[config.mk]
export PLATFORM = sky130hd
export DESIGN_NAME = systolic_ctrl_flat
export DESIGN_NICKNAME = d
export VERILOG_FILES = /design/src/rtl/systolic_ctrl_if.sv /design/src/rtl/systolic_ctrl.sv /design/src/flat_wrapper.sv
export SDC_FILE = /design/constraint.sdc
export NUM_CORES = 1
export LEC_CHECK = 0
export BUFFER_PORTS_ARGS = -buffer_cell sky130_fd_sc_hd__buf_2
export CELL_PAD_IN_SITES_DETAIL_PLACEMENT = 0
export CELL_PAD_IN_SITES_GLOBAL_PLACEMENT = 1
export CORE_MARGIN = 1
export CORE_UTILIZATION = 35
export DETAILED_ROUTE_END_ITERATION = 7
export HOLD_SLACK_MARGIN = 0.08
export PLACE_DENSITY = 0.89
export SETUP_SLACK_MARGIN = 0.3
export SLEW_MARGIN = 5
export SYNTH_ARGS = -nofsm -noshare
export SYNTH_HDL_FRONTEND = slang
export SYNTH_SLANG_ARGS = --single-unit
[constraint.sdc]
create_clock -name clk -period 1.7 [get_ports clk]
set_input_delay 0 -clock clk [delete_from_list [all_inputs] [get_ports clk]]
set_output_delay 0 -clock clk [all_outputs]
set_load 0.02 [all_outputs]
[src/rtl/systolic_ctrl_if.sv]
// Activation input stream and result output stream between the host side and systolic_ctrl.
interface systolic_ctrl_if #(
  parameter int unsigned N   = 2,
  parameter int unsigned DW  = 8,
  parameter int unsigned PSW = 24
);
  logic             act_valid;
  logic             act_ready;
  logic [N*DW-1:0]  act_vec;
  logic             act_last;
  logic             res_valid;
  logic [N*PSW-1:0] res_vec;

  modport master (output act_valid, act_vec, act_last, input act_ready, res_valid, res_vec);
  modport slave  (input act_valid, act_vec, act_last, output act_ready, res_valid, res_vec);
endinterface

[src/rtl/systolic_ctrl.sv]
// Weight-stationary systolic array sequencer: loads weights bottom row first, skews
// activations onto the left edge and de-skews bottom-row partial sums into result vectors.
module systolic_ctrl #(
  parameter int unsigned N   = 2,
  parameter int unsigned DW  = 8,
  parameter int unsigned PSW = 24
) (
  input  logic               clk,
  input  logic               reset,
  input  logic               start,
  input  logic [N*N*DW-1:0]  w_mat,
  output logic               busy,
  output logic               done,
  systolic_ctrl_if.slave     act,
  output logic [N-1:0]       mac_reset,
  output logic [N*DW-1:0]    w_out,
  output logic [N*DW-1:0]    a_out,
  input  logic [N*PSW-1:0]   ps_in
);
  localparam int unsigned CW   = (N > 1) ? $clog2(N) : 1;
  localparam int unsigned ROWW = N * DW;
  localparam int unsigned TD   = 2 * N;

  localparam logic [2:0] IDLE   = 3'd0;
  localparam logic [2:0] LOAD   = 3'd1;
  localparam logic [2:0] STREAM = 3'd2;
  localparam logic [2:0] DRAIN  = 3'd3;
  localparam logic [2:0] DONE   = 3'd4;

  logic [2:0]         state, state_d;
  logic [CW-1:0]      cnt, cnt_d;
  logic [N*N*DW-1:0]  w_reg, w_src;
  logic               busy_d, done_d, ready_d, ready_q;
  logic [N-1:0]       mac_reset_d;
  logic [ROWW-1:0]    w_out_d, inject;
  logic [TD-1:0]      tags;
  logic               res_valid_q;
  logic [N*PSW-1:0]   res_vec_q;
  logic               xfer;

  assign xfer          = act.act_valid & ready_q;
  assign inject        = xfer ? act.act_vec : '0;
  // The first LOAD row must come straight from w_mat since w_reg captures on the same edge.
  assign w_src         = (state == IDLE) ? w_mat : w_reg;
  assign act.act_ready = ready_q;
  assign act.res_valid = res_valid_q;
  assign act.res_vec   = res_vec_q;

  // Next state, then registered-output values decoded from the next state.
  always_comb begin
    state_d     = state;
    cnt_d       = cnt;
    busy_d      = 1'b0;
    done_d      = 1'b0;
    ready_d     = 1'b0;
    mac_reset_d = '1;
    w_out_d     = '0;
    case (state)
      IDLE:    if (start) begin
                 state_d = LOAD;
                 cnt_d   = '0;
               end
      LOAD:    if (cnt == CW'(N - 1)) state_d = STREAM;
               else                   cnt_d   = cnt + CW'(1);
      STREAM:  if (xfer && act.act_last) state_d = DRAIN;
      DRAIN:   if (tags == '0) state_d = DONE;
      DONE:    state_d = IDLE;
      default: state_d = IDLE;
    endcase
    case (state_d)
      LOAD: begin
        busy_d = 1'b1;
        for (int i = 0; i < N; i++) mac_reset_d[i] = (CW'(i) > cnt_d);
        w_out_d = w_src[(N - 1 - int'(cnt_d)) * ROWW +: ROWW];
      end
      STREAM: begin
        busy_d      = 1'b1;
        ready_d     = 1'b1;
        mac_reset_d = '0;
      end
      DRAIN: begin
        busy_d      = 1'b1;
        mac_reset_d = '0;
      end
      DONE: begin
        done_d      = 1'b1;
        mac_reset_d = '0;
      end
      default: ;
    endcase
  end

  always_ff @(posedge clk) begin
    if (reset) begin
      state       <= IDLE;
      cnt         <= '0;
      w_reg       <= '0;
      busy        <= 1'b0;
      done        <= 1'b0;
      ready_q     <= 1'b0;
      mac_reset   <= '1;
      w_out       <= '0;
      tags        <= '0;
      res_valid_q <= 1'b0;
    end else begin
      state       <= state_d;
      cnt         <= cnt_d;
      busy        <= busy_d;
      done        <= done_d;
      ready_q     <= ready_d;
      mac_reset   <= mac_reset_d;
      w_out       <= w_out_d;
      if (state == IDLE && start) w_reg <= w_mat;
      tags        <= {tags[TD-2:0], xfer};
      res_valid_q <= tags[TD-1];
    end
  end

  // Row i gets i+1 registers, so row i trails row 0 by i cycles.
  for (genvar i = 0; i < N; i++) begin : g_skew
    logic [DW-1:0] sr [0:i];
    always_ff @(posedge clk) begin
      if (reset) begin
        for (int k = 0; k <= i; k++) sr[k] <= '0;
      end else begin
        sr[0] <= inject[i*DW +: DW];
        for (int k = 1; k <= i; k++) sr[k] <= sr[k-1];
      end
    end
    assign a_out[i*DW +: DW] = sr[i];
  end

  // Column j: N-1-j alignment stages plus the output register.
  for (genvar j = 0; j < N; j++) begin : g_deskew
    localparam int unsigned D = N - 1 - j;
    logic [PSW-1:0] dl [0:D];
    always_ff @(posedge clk) begin
      if (reset) begin
        for (int k = 0; k <= D; k++) dl[k] <= '0;
      end else begin
        dl[0] <= ps_in[j*PSW +: PSW];
        for (int k = 1; k <= D; k++) dl[k] <= dl[k-1];
      end
    end
    assign res_vec_q[j*PSW +: PSW] = dl[D];
  end
endmodule

[src/flat_wrapper.sv]
// flat-port wrapper written by rule: the top's interface ports become plain ports
module systolic_ctrl_flat 
#(
  parameter int unsigned N   = 2,
  parameter int unsigned DW  = 8,
  parameter int unsigned PSW = 24
)
  (clk, reset, start, w_mat, busy, done, mac_reset, w_out, a_out, ps_in, act_act_valid, act_act_vec, act_act_last, act_act_ready, act_res_valid, act_res_vec);
  systolic_ctrl_if #(.N(N), .DW(DW), .PSW(PSW)) act_i ();
  input  logic clk;
  input  logic reset;
  input  logic start;
  input  logic [N*N*DW-1:0] w_mat;
  output logic busy;
  output logic done;
  output logic [N-1:0] mac_reset;
  output logic [N*DW-1:0] w_out;
  output logic [N*DW-1:0] a_out;
  input  logic [N*PSW-1:0] ps_in;
  input wire logic [$bits(act_i.act_valid)-1:0] act_act_valid;
  input wire logic [$bits(act_i.act_vec)-1:0] act_act_vec;
  input wire logic [$bits(act_i.act_last)-1:0] act_act_last;
  output wire logic [$bits(act_i.act_ready)-1:0] act_act_ready;
  output wire logic [$bits(act_i.res_valid)-1:0] act_res_valid;
  output wire logic [$bits(act_i.res_vec)-1:0] act_res_vec;
  assign act_i.act_valid = act_act_valid;
  assign act_i.act_vec = act_act_vec;
  assign act_i.act_last = act_act_last;
  assign act_act_ready = act_i.act_ready;
  assign act_res_valid = act_i.res_valid;
  assign act_res_vec = act_i.res_vec;
  systolic_ctrl #(.N(N), .DW(DW), .PSW(PSW)) u_core (.clk(clk), .reset(reset), .start(start), .w_mat(w_mat), .busy(busy), .done(done), .act(act_i), .mac_reset(mac_reset), .w_out(w_out), .a_out(a_out), .ps_in(ps_in));
endmodule
# ---- Word-level counts from Yosys, hierarchy flattened
# Memories as Yosys holds them, arrays and structs flattened.
# Cells that the tools add are included.
dict set report classes {
  addsub 2
  multipliers 0
  div_mod_pow 0
  magnitude_cmp 2
  n_eq_ne 7
  shift 1
  mux 25
  bitwise 6
  reduce_logical 9
}
# operator count
set op_table {}
lappend op_table {{$mux 24} 3}
lappend op_table {{$shiftx 32x33->16} 1}
lappend op_table {{$mux 32} 1}
lappend op_table {{$mux 8} 3}
lappend op_table {{$reduce_or 24->1} 1}
lappend op_table {{$mux 16} 1}
lappend op_table {{$eq 3x2->1 const B} 4}
lappend op_table {{$mux 3} 4}
lappend op_table {{$pmux 3 s4} 1}
lappend op_table {{$mux 1} 10}
lappend op_table {{$reduce_or 8->1} 1}
lappend op_table {{$eq 3x1->1 const B} 2}
lappend op_table {{$reduce_or 3->1} 2}
lappend op_table {{$logic_not 4->1} 1}
lappend op_table {{$or 1x1->1} 4}
lappend op_table {{$pmux 2 s2} 1}
lappend op_table {{$eq 3x3->1 const B} 1}
lappend op_table {{$logic_not 3->1} 1}
lappend op_table {{$gt 1x1->1 const A} 2}
lappend op_table {{$logic_and 1x1->1} 2}
lappend op_table {{$pmux 1 s2} 1}
lappend op_table {{$reduce_or 2->1} 1}
lappend op_table {{$sub 1x1->2 const A} 1}
lappend op_table {{$add 1x1->1 const B} 1}
lappend op_table {{other kinds (2)} 2}
dict set report word_totals {
  regBits 62
  latchBits 0
  mem_bits_rw 96
  mem_bits_ro 0
  in_bits 101
  out_inout_bits 86
  elab_cells 66
  mem_count 4
}
# memory depth word_bits rd rd_ports_with_merged_regs wr line_no
set memory_table {}
lappend memory_table {{u_core.g_deskew[0].dl} 2 24 2 0 2 systolic_ctrl.sv:136} ;# logic [PSW-1:0] dl [0:D];
lappend memory_table {{u_core.g_deskew[1].dl} 1 24 1 0 1 systolic_ctrl.sv:136}
lappend memory_table {{u_core.g_skew[1].sr} 2 8 2 0 2 systolic_ctrl.sv:121} ;# logic [DW-1:0] sr [0:i];
lappend memory_table {{u_core.g_skew[0].sr} 1 8 1 0 1 systolic_ctrl.sv:121}

# ---- Longest topological paths before layout
dict set report depth {
  ltp_word 7
  mapped_depth 6
  ltp_nobuf 3
}

# ---- Worst setup path after synthesis
# No wires, ideal clock.
dict set report synth_timing {
  kind {register -> register}
  start {register u_core.state[2]}
  end {register u_core.w_reg[10]}
  setup_ps 132
  arrival_time_ps 1314
  t_required_ps 1568
  setup_slack_ps 254
  path_stages_with_launch 7
  period_less_slack_ps 1446
  cell_sequence {dfxtp_1 buf_2 or4b_1 clkbuf_2 buf_6 nand2_1 a21oi_1}
}
dict set report synth_via {
  elab_chain_len 2
}
# element line_no
set synth_rtl {}
lappend synth_rtl {{start, declared} systolic_ctrl.sv:30} ;# logic [2:0] state, state_d;
lappend synth_rtl {{start signal, assigned} systolic_ctrl.sv:106} ;# state <= state_d;
lappend synth_rtl {{$logic_not 3->1} systolic_ctrl.sv:113} ;# if (state == IDLE && start) w_reg <= w_mat;
lappend synth_rtl {{$logic_and 1x1->1} systolic_ctrl.sv:113}
lappend synth_rtl {{end signal, assigned} systolic_ctrl.sv:113}
lappend synth_rtl {{end, declared} systolic_ctrl.sv:32} ;# logic [N*N*DW-1:0] w_reg, w_src;
# No other way between the ends.
# A chain may end at the register's enable or synchronous reset.

# ---- Worst setup path in the final report
dict set report layout_timing {
  start {register u_core.state[2]}
  end {register u_core.w_out[1]}
}
dict set report layout_via {
  elab_chain_len 5
}
# element line_no
set layout_rtl {}
lappend layout_rtl {{branches (longest 5 deep; another with $sub 1x1->2)} n/a}
lappend layout_rtl {{end signal, assigned} systolic_ctrl.sv:112} ;# w_out <= w_out_d;
lappend layout_rtl {{end, declared} systolic_ctrl.sv:16} ;# output logic [N*DW-1:0] w_out,
# Parallel ways; which one is timed is not known.

==> impl_metrics.toml <==
[cts]
path_clk_slew_ns = 0.05
clock_path_buffers = 2
root_buffer = "clkbuf_16"
htree_levels = 4
cts_tree = "yes"
numCtsBuffers = 17
clock_latency_ns = 0.41
clock-sinks = 142

[layout]
nets = 759
reg.largest.list = "u_core.g_deskew.dl x72, u_core.g_skew.sr x24"
fill_cells = 1039
synthToLayoutAreaGrowth_pct = 55.2
drive_above_1_share = 0.371
largest_reg_flops = 72
top_register = "u_core.g_deskew.dl"
stdcell_count = 838

[yosys]
yosysWarnings = 0
yosys-top-cells-count = "dfxtp_1 (142), nor2b_1 (84), nand2_1 (35), buf_4 (34), a21oi_1 (19)"
muxShareOfSynthArea = 0.00504
syn_area_sq_mm = 0.00447
synth_ff_type = "dfxtp_1"
ys_async_sr_fraction = 0
synth-simple-area-share = 0.198
netlist.area_leader.share = 0.636
synth_area_leaders = "dfxtp_1 (64%), nor2b_1 (12%), buf_4 (5.7%), o221a_2 (4.0%), nand2_1 (2.9%)"
postSynthRegisterBits = 142
netlist_instances = 399
synth_fa_ha_area_frac = 0
netlist-cell-type-count = 30
synth_top_family_by_area = "simple AND/OR/NAND/NOR gates"
synthesis.nets = 500
synth_xor_xnor_area_share = 0
syn_avg_cell_area_sq_um = 11.2
synth_sequential_area_ratio = 0.636
yosysMostFrequentCell = "dfxtp_1"
synth_compound_area_frac = 0.0761
synth_enable_flop_cells = 0
yosysTopAreaCell = "dfxtp_1"

[sta]
hold_slack_ns = 0.143
finalMaxSlewViolations = 0
tns_ns = 0
finalCritPeriodShare = 0.808
finalHoldViolations = 0
post-route-min-period_ns = 1.37
finClkSkew_ns = 0.00533
rsz0062_at_grt = "false"
setup_ws_ns = 0.326
slew_headroom = 0.715
worst_slew_pin_slew_ns = 0.427
setup_viol = 0
fmax_mhz = 728

[global_routing]
grt_pass1_vias = 3789
antenna_found_initial = 1
grt_max_degree = 74
grt_use_total = 0.172
overflow = 0
grt_first_pass_wirelength_mm = 17.3

[flow_run]
cap_violations = 0

[floorplanning]
design.core.area_sq_mm = 0.0122
die_h_um = 115
io_pins = 187
die_w_um = 115
initial_core_util = 0.366
die-area_sq_mm = 0.0132
rows = 40

[outcome]
outcome = "finished clean"

[setup_path]
worstPathArrival_ns = 1.67
cp-end-kind = "flop"
slowest_stage = "dfxtp_4"
crit_fanout = 16
cp_cell_sequence = "or2_4, mux2i_4, buf_12, o221a_2"
worstPathRequired_ns = 2.00
critPathMaxStageDelay_ns = 0.37
critPathKind = "reg2reg"
start_kind = "flop"

[drt]
drtIter0Drc = 203
drc = 0
drt-total-wl_mm = 11.1
postRouteAntennaNets = 0
drtPass1Iterations = 4
vias = 3605
via_per_inst = 4.30
wl_per_cell_um = 13.2

[placed_design]
place_ws_ns = 0.0987
place_congestion = 0.730
dp_hpwl_mm = 6.45
dp.cells = 703
port_buffers = 186

[pwr]
ir_worst_vdd_uv = 747
power_density_mw_per_mm2 = 1130
power.leakage_nw = 3.20

[min_path]
hold_class = "in2reg"
through the flow:
step,area (sq um),total power [W],util
final,6940,0.00786,0.568
after global routing,6940,0.00817,0.568
after CTS,6930,0.00791,0.567
after detailed placement,5320,0.00428,0.435
after global placement,5320,0.00426,0.435
after floorplan,4480,0.00405,-
placed cells by master (no fill, tap or decap), drive strengths merged, types with 2 or more instances in the layout:
cell type | Yosys | layout
or2 | 2 | 2
buf | 42 | 195
and2 | 16 | 16
nand2 | 35 | 35
nand2b | 2 | 2
o221a | 16 | 16
clkinvlp | 0 | 2
clkinv | 0 | 3
and4 | 2 | 2
inv | 3 | 3
a21oi | 19 | 19
nor4 | 2 | 2
dfxtp | 142 | 142
dlygate4sd3 | 0 | 103
a2111oi | 2 | 2
nor2b | 84 | 84
nor2 | 4 | 4
and4b | 2 | 2
clkbuf | 16 | 24
critical path, delay by kind of cell, from the launching register on:
kind / cells / cell delay (ns)
compound gates: 1 / 0.24
buf+inv: 1 / 0.16
mux: 1 / 0.20
flops: 1 / 0.37
simple gates: 1 / 0.28
cells by family (layout without fill, tap and decap cells):
| logic type | Yosys count | count (layout) |
|---|---|---|
| buffers and inverters | 61 | 331 |
| DFF | 142 | 142 |
| and+or+nand+nor | 152 | 152 |
| muxes | 1 | 1 |
| other | 0 | 1 |
| AOI/OAI and AO/OA | 43 | 43 |
report_power, final:
part | leakage, nW | switching, W | internal (W)
combinational | 1.76 | 0.000418 | 0.000455
sequential | 1.17 | 0.0000565 | 0.00349
clock | 0.268 | 0.00129 | 0.00214
total | 3.20 | 0.00177 | 0.00609
path summary, 6_finish.rpt:
kind,start,to,slack (ns),depth (start not counted)
worst min-delay path,act_act_last,u_core.state[0],0.14,4
worst max-delay path,u_core.state[2],u_core.w_out[1],0.33,4
worst min register to register,u_core.g_deskew[0].dl[0][11],u_core.g_deskew[0].dl[0][35],0.43,1
worst max register to register,u_core.state[2],u_core.w_out[1],0.33,4
layout make-up:
class | instances | area [sq um] | area share
multi-input combinational | 196 | 1250 | 0.181
timing repair buffer | 298 | 2060 | 0.297
antenna | 1 | 2.50 | 0.000361
clock buffer | 24 | 492 | 0.0708
sequential | 142 | 2850 | 0.410
tap | 168 | 210 | 0.0303
clock inverter | 6 | 60.1 | 0.00865
inverter | 3 | 11.3 | 0.00162
repair_timing:
| item | CTS | global route |
|---|---|---|
| resized for setup | 3 | 6 |
| setup buffers | 1 | 0 |
| setup endpoints to repair | 17 | 33 |
| endpoints found under the hold margin | 106 | 0 |
| pin swaps | 0 | 0 |
| hold buffers | 103 | 0 |
metal layers:
metal | GRT usage | vias up | wire (um)
met5 | 0 | - | 0
met3 | 0.0638 | 32 | 731
met1 | 0.177 | 1644 | 4450
met4 | 0.101 | 0 | 375
li1 | - | 1773 | -
met2 | 0.301 | 156 | 5540
No activity file was read; power rests on OpenSTA's default activity.
